[src/rtl/muldiv_pkg.sv]
// Shared constants for the sequential RV32M multiply/divide unit:
// funct3 op codes, FSM state encoding and the iteration count.
package muldiv_pkg;

  localparam logic [2:0] OP_MUL    = 3'b000;
  localparam logic [2:0] OP_MULH   = 3'b001;
  localparam logic [2:0] OP_MULHSU = 3'b010;
  localparam logic [2:0] OP_MULHU  = 3'b011;
  localparam logic [2:0] OP_DIV    = 3'b100;
  localparam logic [2:0] OP_DIVU   = 3'b101;
  localparam logic [2:0] OP_REM    = 3'b110;
  localparam logic [2:0] OP_REMU   = 3'b111;

  typedef logic [2:0] state_t;
  localparam state_t S_IDLE = 3'd0;
  localparam state_t S_PREP = 3'd1;
  localparam state_t S_CALC = 3'd2;
  localparam state_t S_FIX  = 3'd3;
  localparam state_t S_DONE = 3'd4;

  localparam int CALC_CYCLES = 32;

  function automatic logic is_mul(input logic [2:0] op);
    return ~op[2];
  endfunction

endpackage

[src/rtl/muldiv_seq.sv]
// Sequential RV32M multiply/divide: shift-add multiply, restoring divide, 35-cycle path.
// Optional macro MULDIV_EARLY_OUT_EN short-cuts trivial operations straight from PREP to DONE.
module muldiv_seq
  import muldiv_pkg::*;
#(
  parameter int XLEN = 32
) (
  input  logic            clk_100M,
  input  logic            rst_n,
  input  logic            req,
  input  logic [2:0]      op,
  input  logic [XLEN-1:0] a,
  input  logic [XLEN-1:0] b,
  output logic [XLEN-1:0] result,
  output logic            alu_complete,
  output logic            done
);

  localparam logic [4:0] LAST_CYCLE = 5'(CALC_CYCLES - 1);

  state_t          state;
  logic            req_q;
  logic [2:0]      op_q;
  logic [XLEN-1:0] a_q, b_q;
  logic [XLEN-1:0] opnd_q;   // multiplicand or divisor magnitude
  logic [XLEN:0]   acc_hi;   // product high half / partial remainder
  logic [XLEN-1:0] acc_lo;   // multiplier / dividend, becomes product low half / quotient
  logic            neg_q;
  logic [4:0]      cnt;

  logic            launch;
  logic            sa, sb, neg;
  logic [XLEN-1:0] mag_a, mag_b;
  logic [XLEN:0]   mul_sum, div_shift, div_diff;
  logic [2*XLEN-1:0] prod, prod_fix;
  logic [XLEN-1:0] rem_raw, quo_fix, rem_fix, fix_val;

  assign launch = (state == S_IDLE) && req && !req_q;

  // Operand signedness and final result sign depend only on the op.
  always_comb begin
    sa  = 1'b0;
    sb  = 1'b0;
    neg = 1'b0;
    case (op_q)
      OP_MULH:   begin sa = a_q[XLEN-1]; sb = b_q[XLEN-1]; neg = sa ^ sb; end
      OP_MULHSU: begin sa = a_q[XLEN-1]; neg = sa; end
      OP_DIV:    begin sa = a_q[XLEN-1]; sb = b_q[XLEN-1]; neg = (sa ^ sb) && (|b_q); end
      OP_REM:    begin sa = a_q[XLEN-1]; sb = b_q[XLEN-1]; neg = sa; end
      default:   ;
    endcase
    mag_a = sa ? -a_q : a_q;
    mag_b = sb ? -b_q : b_q;
  end

  always_comb begin
    mul_sum   = {1'b0, acc_hi[XLEN-1:0]} + (acc_lo[0] ? {1'b0, opnd_q} : '0);
    div_shift = {acc_hi[XLEN-1:0], acc_lo[XLEN-1]};
    div_diff  = div_shift - {1'b0, opnd_q};
  end

  always_comb begin
    prod     = {acc_hi[XLEN-1:0], acc_lo};
    prod_fix = neg_q ? -prod : prod;
    rem_raw  = acc_hi[XLEN-1:0];
    quo_fix  = neg_q ? -acc_lo : acc_lo;
    rem_fix  = neg_q ? -rem_raw : rem_raw;
    case (op_q)
      OP_MUL:                      fix_val = prod[XLEN-1:0];
      OP_MULH, OP_MULHSU, OP_MULHU: fix_val = prod_fix[2*XLEN-1:XLEN];
      OP_DIV, OP_DIVU:             fix_val = quo_fix;
      default:                     fix_val = rem_fix;
    endcase
  end

`ifdef MULDIV_EARLY_OUT_EN
  logic            early;
  logic [XLEN-1:0] early_val;

  always_comb begin
    early     = 1'b0;
    early_val = '0;
    if (is_mul(op_q)) begin
      early = (a_q == '0) || (b_q == '0);
    end else if (b_q == '0) begin
      early     = 1'b1;
      early_val = op_q[1] ? a_q : '1;
    end else if (!op_q[0] && a_q == {1'b1, {(XLEN-1){1'b0}}} && b_q == '1) begin
      early     = 1'b1;
      early_val = op_q[1] ? '0 : a_q;
    end
  end
`endif

  // NOTE: all state here updates with non-blocking assignments so every register
  // samples the pre-edge values; the datapath registers are reset too so an
  // aborted operation leaves nothing stale behind.
  always_ff @(posedge clk_100M or negedge rst_n) begin
    if (!rst_n) begin
      state        <= S_IDLE;
      req_q        <= 1'b0;
      op_q         <= '0;
      a_q          <= '0;
      b_q          <= '0;
      opnd_q       <= '0;
      acc_hi       <= '0;
      acc_lo       <= '0;
      neg_q        <= 1'b0;
      cnt          <= '0;
      result       <= '0;
      alu_complete <= 1'b1;
      done         <= 1'b0;
    end else begin
      req_q <= req;
      done  <= 1'b0;
      case (state)
        S_IDLE: begin
          if (launch) begin
            op_q         <= op;
            a_q          <= a;
            b_q          <= b;
            alu_complete <= 1'b0;
            state        <= S_PREP;
          end
        end
        S_PREP: begin
          neg_q  <= neg;
          cnt    <= '0;
          acc_hi <= '0;
          acc_lo <= is_mul(op_q) ? mag_b : mag_a;
          opnd_q <= is_mul(op_q) ? mag_a : mag_b;
          state  <= S_CALC;
`ifdef MULDIV_EARLY_OUT_EN
          if (early) begin
            result       <= early_val;
            done         <= 1'b1;
            alu_complete <= 1'b1;
            state        <= S_DONE;
          end
`endif
        end
        S_CALC: begin
          cnt <= cnt + 5'd1;
          if (is_mul(op_q)) begin
            acc_hi <= {1'b0, mul_sum[XLEN:1]};
            acc_lo <= {mul_sum[0], acc_lo[XLEN-1:1]};
          end else if (!div_diff[XLEN]) begin
            acc_hi <= div_diff;
            acc_lo <= {acc_lo[XLEN-2:0], 1'b1};
          end else begin
            acc_hi <= div_shift;
            acc_lo <= {acc_lo[XLEN-2:0], 1'b0};
          end
          if (cnt == LAST_CYCLE) state <= S_FIX;
        end
        S_FIX: begin
          result       <= fix_val;
          done         <= 1'b1;
          alu_complete <= 1'b1;
          state        <= S_DONE;
        end
        S_DONE:  state <= S_IDLE;
        default: state <= S_IDLE;
      endcase
    end
  end

endmodule
[config.mk]
export PLATFORM = sky130hd
export DESIGN_NAME = muldiv_seq
export DESIGN_NICKNAME = d
export VERILOG_FILES = /design/src/rtl/muldiv_pkg.sv /design/src/rtl/muldiv_seq.sv
export SDC_FILE = /design/constraint.sdc
export NUM_CORES = 1
export LEC_CHECK = 0
export CAP_MARGIN = 20
export CORE_UTILIZATION = 37
export DETAILED_ROUTE_END_ITERATION = 10
export SYNTH_ARGS = -nofsm -noshare
export SYNTH_HDL_FRONTEND = slang
export SYNTH_SLANG_ARGS = --single-unit
[constraint.sdc]
create_clock -name clk_100M -period 9.56 [get_ports clk_100M]
set_input_delay 1.912 -clock clk_100M [delete_from_list [all_inputs] [get_ports clk_100M]]
set_output_delay 1.912 -clock clk_100M [all_outputs]
set_load 0.02 [all_outputs]
-- After elaboration in Yosys (flattened, before gate mapping)
Index checks and enable logic that the tools add are counted.
- word-level logic and storage cells: 76
- input port bits: 70
- flip-flop bits (word level): 207
- add/sub/neg operators: 8
- equal/unequal tests: 12
- reductions and logical operators: 17
- bitwise operators: 1
- mux-type cells: 25
- operators by type and width (cell ; number):
    $mux W32 ; 10
    $neg A32 Y32 ; 4
    $pmux W32 S2 ; 2
    $pmux W32 S3 ; 1
    $mux W64 ; 1
    $neg A64 Y64 ; 1
    $add A32 B32 Y33 ; 1
    $sub A33 B32 Y33 ; 1
    $reduce_or A32 Y1 ; 1
    $eq A3 B2 Y1 const B ; 4
    $pmux W3 S4 ; 1
    $pmux W5 S2 ; 1
    $eq A3 B3 Y1 const B ; 3
    $eq A3 B1 Y1 const B ; 2
    $logic_not A3 Y1 ; 2
    $mux W3 ; 2
    $reduce_and A2 Y1 ; 3
    $reduce_or A3 Y1 ; 2
    $add A5 B1 Y5 const B ; 1
    $eq A5 B5 Y1 const B ; 1
    $mux W1 ; 5
    $ne A2 B2 Y1 const B ; 2
    $reduce_bool A2 Y1 ; 2
    $reduce_or A2 Y1 ; 2
    other kinds (6) ; 8

-- Longest topological paths before layout
- depth in word-level cells: 6
- mapped depth: 15
- depth with buffers taken out: 14

-- Worst setup path after synthesis
OpenSTA, ideal clock, no wires.
- path kind: in2reg
- start: input req
- end: register a_q[14]
- slack: 6204 ps
- setup time: 125 ps
- stages on the path: 5
- path buffers: 2
- arrival: 3231 ps
- cell sequence: nor3b_1 -> nand2_1 -> buf_1 -> buf_1 -> mux2_2
- longest elaborated chain between the ends: 3
- ends and longest elaborated chain (what ; RTL line ; text):
    from (decl) ; muldiv_seq.sv:10 ; input logic req,
    $logic_and A1 B1 Y1 (2 in a row) ; muldiv_seq.sv:38 ; assign launch = (state == S_IDLE) && req && !req_q;
    $reduce_and A2 Y1 (no line) ; - ;
    to (signal assigned) ; muldiv_seq.sv:103 ; a_q <= '0;
    to (signal assigned) ; muldiv_seq.sv:120 ; a_q <= a;
    to (decl) ; muldiv_seq.sv:24 ; logic [XLEN-1:0] a_q, b_q;
Every way passes these cells.
A chain may end at the register's enable or synchronous reset.

-- Final worst setup path
- start: register acc_lo[0]
- end: register acc_hi[30]
- longest elaborated chain between the ends: 4
- ends and longest elaborated chain (what ; RTL line ; text):
    from (decl) ; muldiv_seq.sv:27 ; logic [XLEN-1:0] acc_lo;
    from (signal assigned) ; muldiv_seq.sv:130 ; acc_lo <= is_mul(op_q) ? mag_b : mag_a;
    from (signal assigned) ; muldiv_seq.sv:146 ; acc_lo <= {mul_sum[0], acc_lo[XLEN-1:1]};
    from (signal assigned) ; muldiv_seq.sv:149 ; acc_lo <= {acc_lo[XLEN-2:0], 1'b1};
    $mux W32 ; muldiv_seq.sv:57 ; mul_sum = {1'b0, acc_hi[XLEN-1:0]} + (acc_lo[0] ? {1'b0, opnd_q} : '0);
    $add A32 B32 Y33 ; muldiv_seq.sv:57 ;
    $mux W32 ; muldiv_seq.sv:144 ; if (is_mul(op_q)) begin
    $pmux W32 S2 ; muldiv_seq.sv:116 ; case (state)
    to (signal assigned) ; muldiv_seq.sv:145 ; acc_hi <= {1'b0, mul_sum[XLEN:1]};
    to (signal assigned) ; muldiv_seq.sv:148 ; acc_hi <= div_diff;
    to (signal assigned) ; muldiv_seq.sv:151 ; acc_hi <= div_shift;
    to (decl) ; muldiv_seq.sv:26 ; logic [XLEN:0] acc_hi;
Every way passes these cells.

==> impl_summary.log <==
INFO  metric final_core_utilization = 43.6%
INFO  metric static-leakage-power = ~8.1 nW
INFO  metric initial_utilization = 37.9%
INFO  metric largest_net_degree_at_the_start_of_global_routing = ~110
INFO  metric drt-pass1-iter-count = 5
INFO  metric syn_nets = between 2000 and 2500
INFO  metric cts.clk_slew.worst_paths = ~70 ps
INFO  metric rr_endpoint = acc_hi[30]
INFO  metric gp_congestion = a little over 1
INFO  metric power-per-cell-area = 423 nW/um2
INFO  metric cts_hold_buffers = 0
INFO  metric yosysWarnings = 0
INFO  metric fp.dieW = roughly 210 um
INFO  metric synth_cell_types = 83
INFO  metric floorplan.die.height = roughly 210 um
INFO  metric clk_latency = slightly below 600 ps
INFO  metric top_level_ports = around 100
INFO  metric synth-seq-area-share = a little under a third
INFO  metric floorplan.die_area = between 40000 and 50000 um2
INFO  metric wire_length_per_cell_after_detailed_routing = approximately 22 um
INFO  metric synth_area = 16500 um2
INFO  metric buffer_ports.inserted = 103
INFO  metric run_status = finished, final reports clean
INFO  metric grt.total_usage = about a quarter
INFO  metric antenna_violating_nets_post_route = 0
INFO  metric synthesis_to_finish_area_growth = 15.1%
INFO  metric worstRegToRegCells = 15
INFO  metric most_frequent_standard_cell_in_the_layout_excluding_fill_and_tap_cells = nand2_1
INFO  metric synthesis.area_per_instance = a little over 8 um2
INFO  metric rsz0062_at_grt = false
INFO  metric ys_seq_elements = ~210
INFO  metric multi_input_area = 10600 um2
INFO  metric htree_levels = 1
INFO  metric post-route-period-util = 51.1%
INFO  metric post_cts.repair.setup_buffers = 0
INFO  metric ys_dominant_reg_cell = dfrtp_1
INFO  metric layout-drive-gt1-share = roughly 9.0%
INFO  metric final-max-slew-violation-count = 0
INFO  metric tritoncts.num_buffers = 26
INFO  metric gate_count_after_technology_mapping = about 2000
INFO  metric r2r-start = acc_lo[0]
INFO  metric hold_path_end = result[4]
INFO  metric core = about 43000 um2
INFO  metric dr_total_vias = ~16000
INFO  metric remaining_drc_errors = 0
INFO  metric overflow = 0
INFO  metric fill_cells = around 4300
INFO  metric tritoncts = built
INFO  metric cp_startpoint_kind = register
INFO  metric skew = 18.5 ps
INFO  metric synth-async-reset-ratio = between 90% and 100%
INFO  metric hold_depth = 2
INFO  metric worst_hold_path_type = register to register
INFO  metric drt-vias-per-instance = roughly 6
INFO  metric cts.repair.resized = 0
INFO  metric diodes = 0
INFO  metric finalSetupTns = 0 ps
INFO  metric worst-endpoint-required = between 9000 and 10000 ps
INFO  metric routed_wirelength = roughly 59000 um
INFO  metric clock_path_buffers = 3
INFO  metric antenna_found_initial = 1
INFO  metric setup.worst_path.class = register to register
INFO  metric worst-slew-pin-transition = between 1000 and 1500 ps
INFO  metric layout.area.seq = approximately 5200 um2
INFO  metric min_from = result[4]
INFO  metric rows = 76
INFO  metric clock_sinks = just over 200
INFO  metric cp-end-kind = register
INFO  metric timing.reg2reg.setup_slack = about 4700 ps
INFO  metric number_of_enable_flip_flop_cells_after_synthesis = 0
INFO  metric cap_viol_max_count = 0
INFO  metric final-hold-violation-count = 0
INFO  metric vdd_ir_max = roughly 220 uV
INFO  metric finalWorstPathRequiredPeriod = between 4000 and 5000 ps
INFO  metric maxSlewHeadroom = between 20% and 30%
INFO  metric cp_max_fo = 19
INFO  metric worst-endpoint-arrival = ~5300 ps
INFO  metric nets = 2174
INFO  metric cts_root_buffer = clkbuf_16
INFO  metric first_pass_grt_wire_length = roughly 89000 um
INFO  metric report.final.setup_viol = 0
INFO  metric grt_pass1_vias = roughly 15000
INFO  metric max_clock_freq = 0.205 GHz
INFO  metric highest_count_cells_in_the_layout_ignoring_fill_and_taps = nand2_1 (236), dfrtp_1 (204), o21ai_0 (199)
INFO  metric post-dp-hpwl = 43900 um
INFO  metric drt_first_iter_violations = 1537
## routing by layer
| metal | wire (um) | vias to the layer above | global-route usage, % | share of wire, % |
|---|---|---|---|---|
| met3 | 4130 | 97 | 4.43 | 7.0 |
| met5 | 0 | - | 0 | 0 |
| met2 | 26800 | 598 | 41.5 | 46 |
| met4 | 1690 | 0 | 7.12 | 2.9 |
| met1 | 26100 | 7509 | 35.7 | 44 |
| li1 | - | 7339 | - | - |
## final cells by class
type,instances,area share (%)
Tap cell,585,3.86
Clock inverter,16,1.34
Inverter,73,1.45
Timing Repair Buffer,129,6.49
Multi-Input combinational cell,1595,55.7
Clock buffer,32,3.81
Sequential cell,207,27.4
## flip-flops by register name, summed over array words and instances, names as in the netlist, 5 cells and up
register / flops
acc_lo: 32
cnt: 5
opnd_q: 32
result: 32
a_q: 32
b_q: 32
acc_hi: 32
## report_power, final
group | total (W) | internal [W] | switching [W] | leakage, nW
clock | 0.00111 | 0.000679 | 0.000435 | 0.462
combinational | 0.00498 | 0.00195 | 0.00304 | 5.09
sequential | 0.00191 | 0.00127 | 0.000646 | 2.58
## cells in the mapped netlist (10+ instances only)
cell | count | area share [%]
a21o_1 | 46 | 2.1
or3_1 | 10 | 0.38
mux2i_1 | 53 | 3.2
nor2b_1 | 13 | 0.49
a22oi_1 | 23 | 1.0
o21bai_1 | 14 | 0.64
o21ai_1 | 15 | 0.46
o221ai_1 | 36 | 1.9
inv_1 | 73 | 1.7
a31oi_1 | 16 | 0.61
buf_1 | 20 | 0.46
xor2_1 | 75 | 4.0
o22ai_1 | 13 | 0.49
mux2_2 | 70 | 4.8
ha_1 | 70 | 5.3
o211ai_1 | 19 | 0.87
nor2_1 | 158 | 3.6
nand3_1 | 18 | 0.55
dfrtp_1 | 206 | 31
o21a_1 | 11 | 0.50
o41ai_1 | 13 | 0.69
a21oi_1 | 155 | 4.7
a221oi_1 | 12 | 0.64
o31ai_1 | 28 | 1.3
or4_1 | 12 | 0.55
a211oi_1 | 13 | 0.59
xnor2_1 | 77 | 4.1
o21ai_0 | 200 | 6.1
nand2b_1 | 21 | 0.80
clkbuf_1 | 101 | 2.3
nor4_1 | 10 | 0.38
nand2_1 | 237 | 5.4
nor3_1 | 29 | 0.88
## cell families (layout without fill, tap and decap cells)
| kind of cell | Yosys count | count (layout) | synth area share [%] |
|---|---|---|---|
| AO/OA/AOI/OAI | 674 | 674 | 26.0 |
| XOR/XNOR | 153 | 153 | 8.18 |
| adder cells (fa/ha/maj) | 72 | 72 | 5.56 |
| buffers and inverters | 201 | 250 | 4.68 |
| flip-flops | 207 | 207 | 31.4 |
| multiplexers | 123 | 123 | 8.00 |
| AND/OR/NAND/NOR | 573 | 573 | 16.1 |
## through the flow
step                power, W  worst slack, ps  area (um2)  cells  hold slack, ps
finish               0.00801             4680       19000   2637             471
global route         0.00855             4550       19000   2637             487
CTS                  0.00794             4810       19000   2637             482
detailed placement   0.00679             4860       18000   2589             466
global placement     0.00673             4930       18000   2589             450
floorplan            0.00522             6200       16500   2003             449
## how the worst max path moves through the flow
stage	from	to	slack, ps	cells after the start
2_1_floorplan	req	a_q[14]	6200	5
3_5_place_dp	acc_lo[0]	acc_hi[30]	4860	15
6_report	acc_lo[0]	acc_hi[30]	4680	15
3_3_place_gp	acc_lo[0]	acc_hi[26]	4930	15
4_1_cts	acc_lo[0]	acc_hi[30]	4810	15
5_1_grt	acc_lo[0]	acc_hi[30]	4550	15
## critical path, stage by stage, from the launching register on
cell       delay [ps]
dfrtp_1           460
inv_1             450
buf_4             350
nor2_1             90
ha_1              350
a21oi_1           260
o21bai_1           90
a221o_1           380
a2111oi_0         940
buf_4             250
o21ai_0           220
a21oi_1           280
o21ai_0           130
a21oi_1           190
mux2i_1           210
a32oi_1            70
Note: power is estimated with default switching activity, not from simulation.
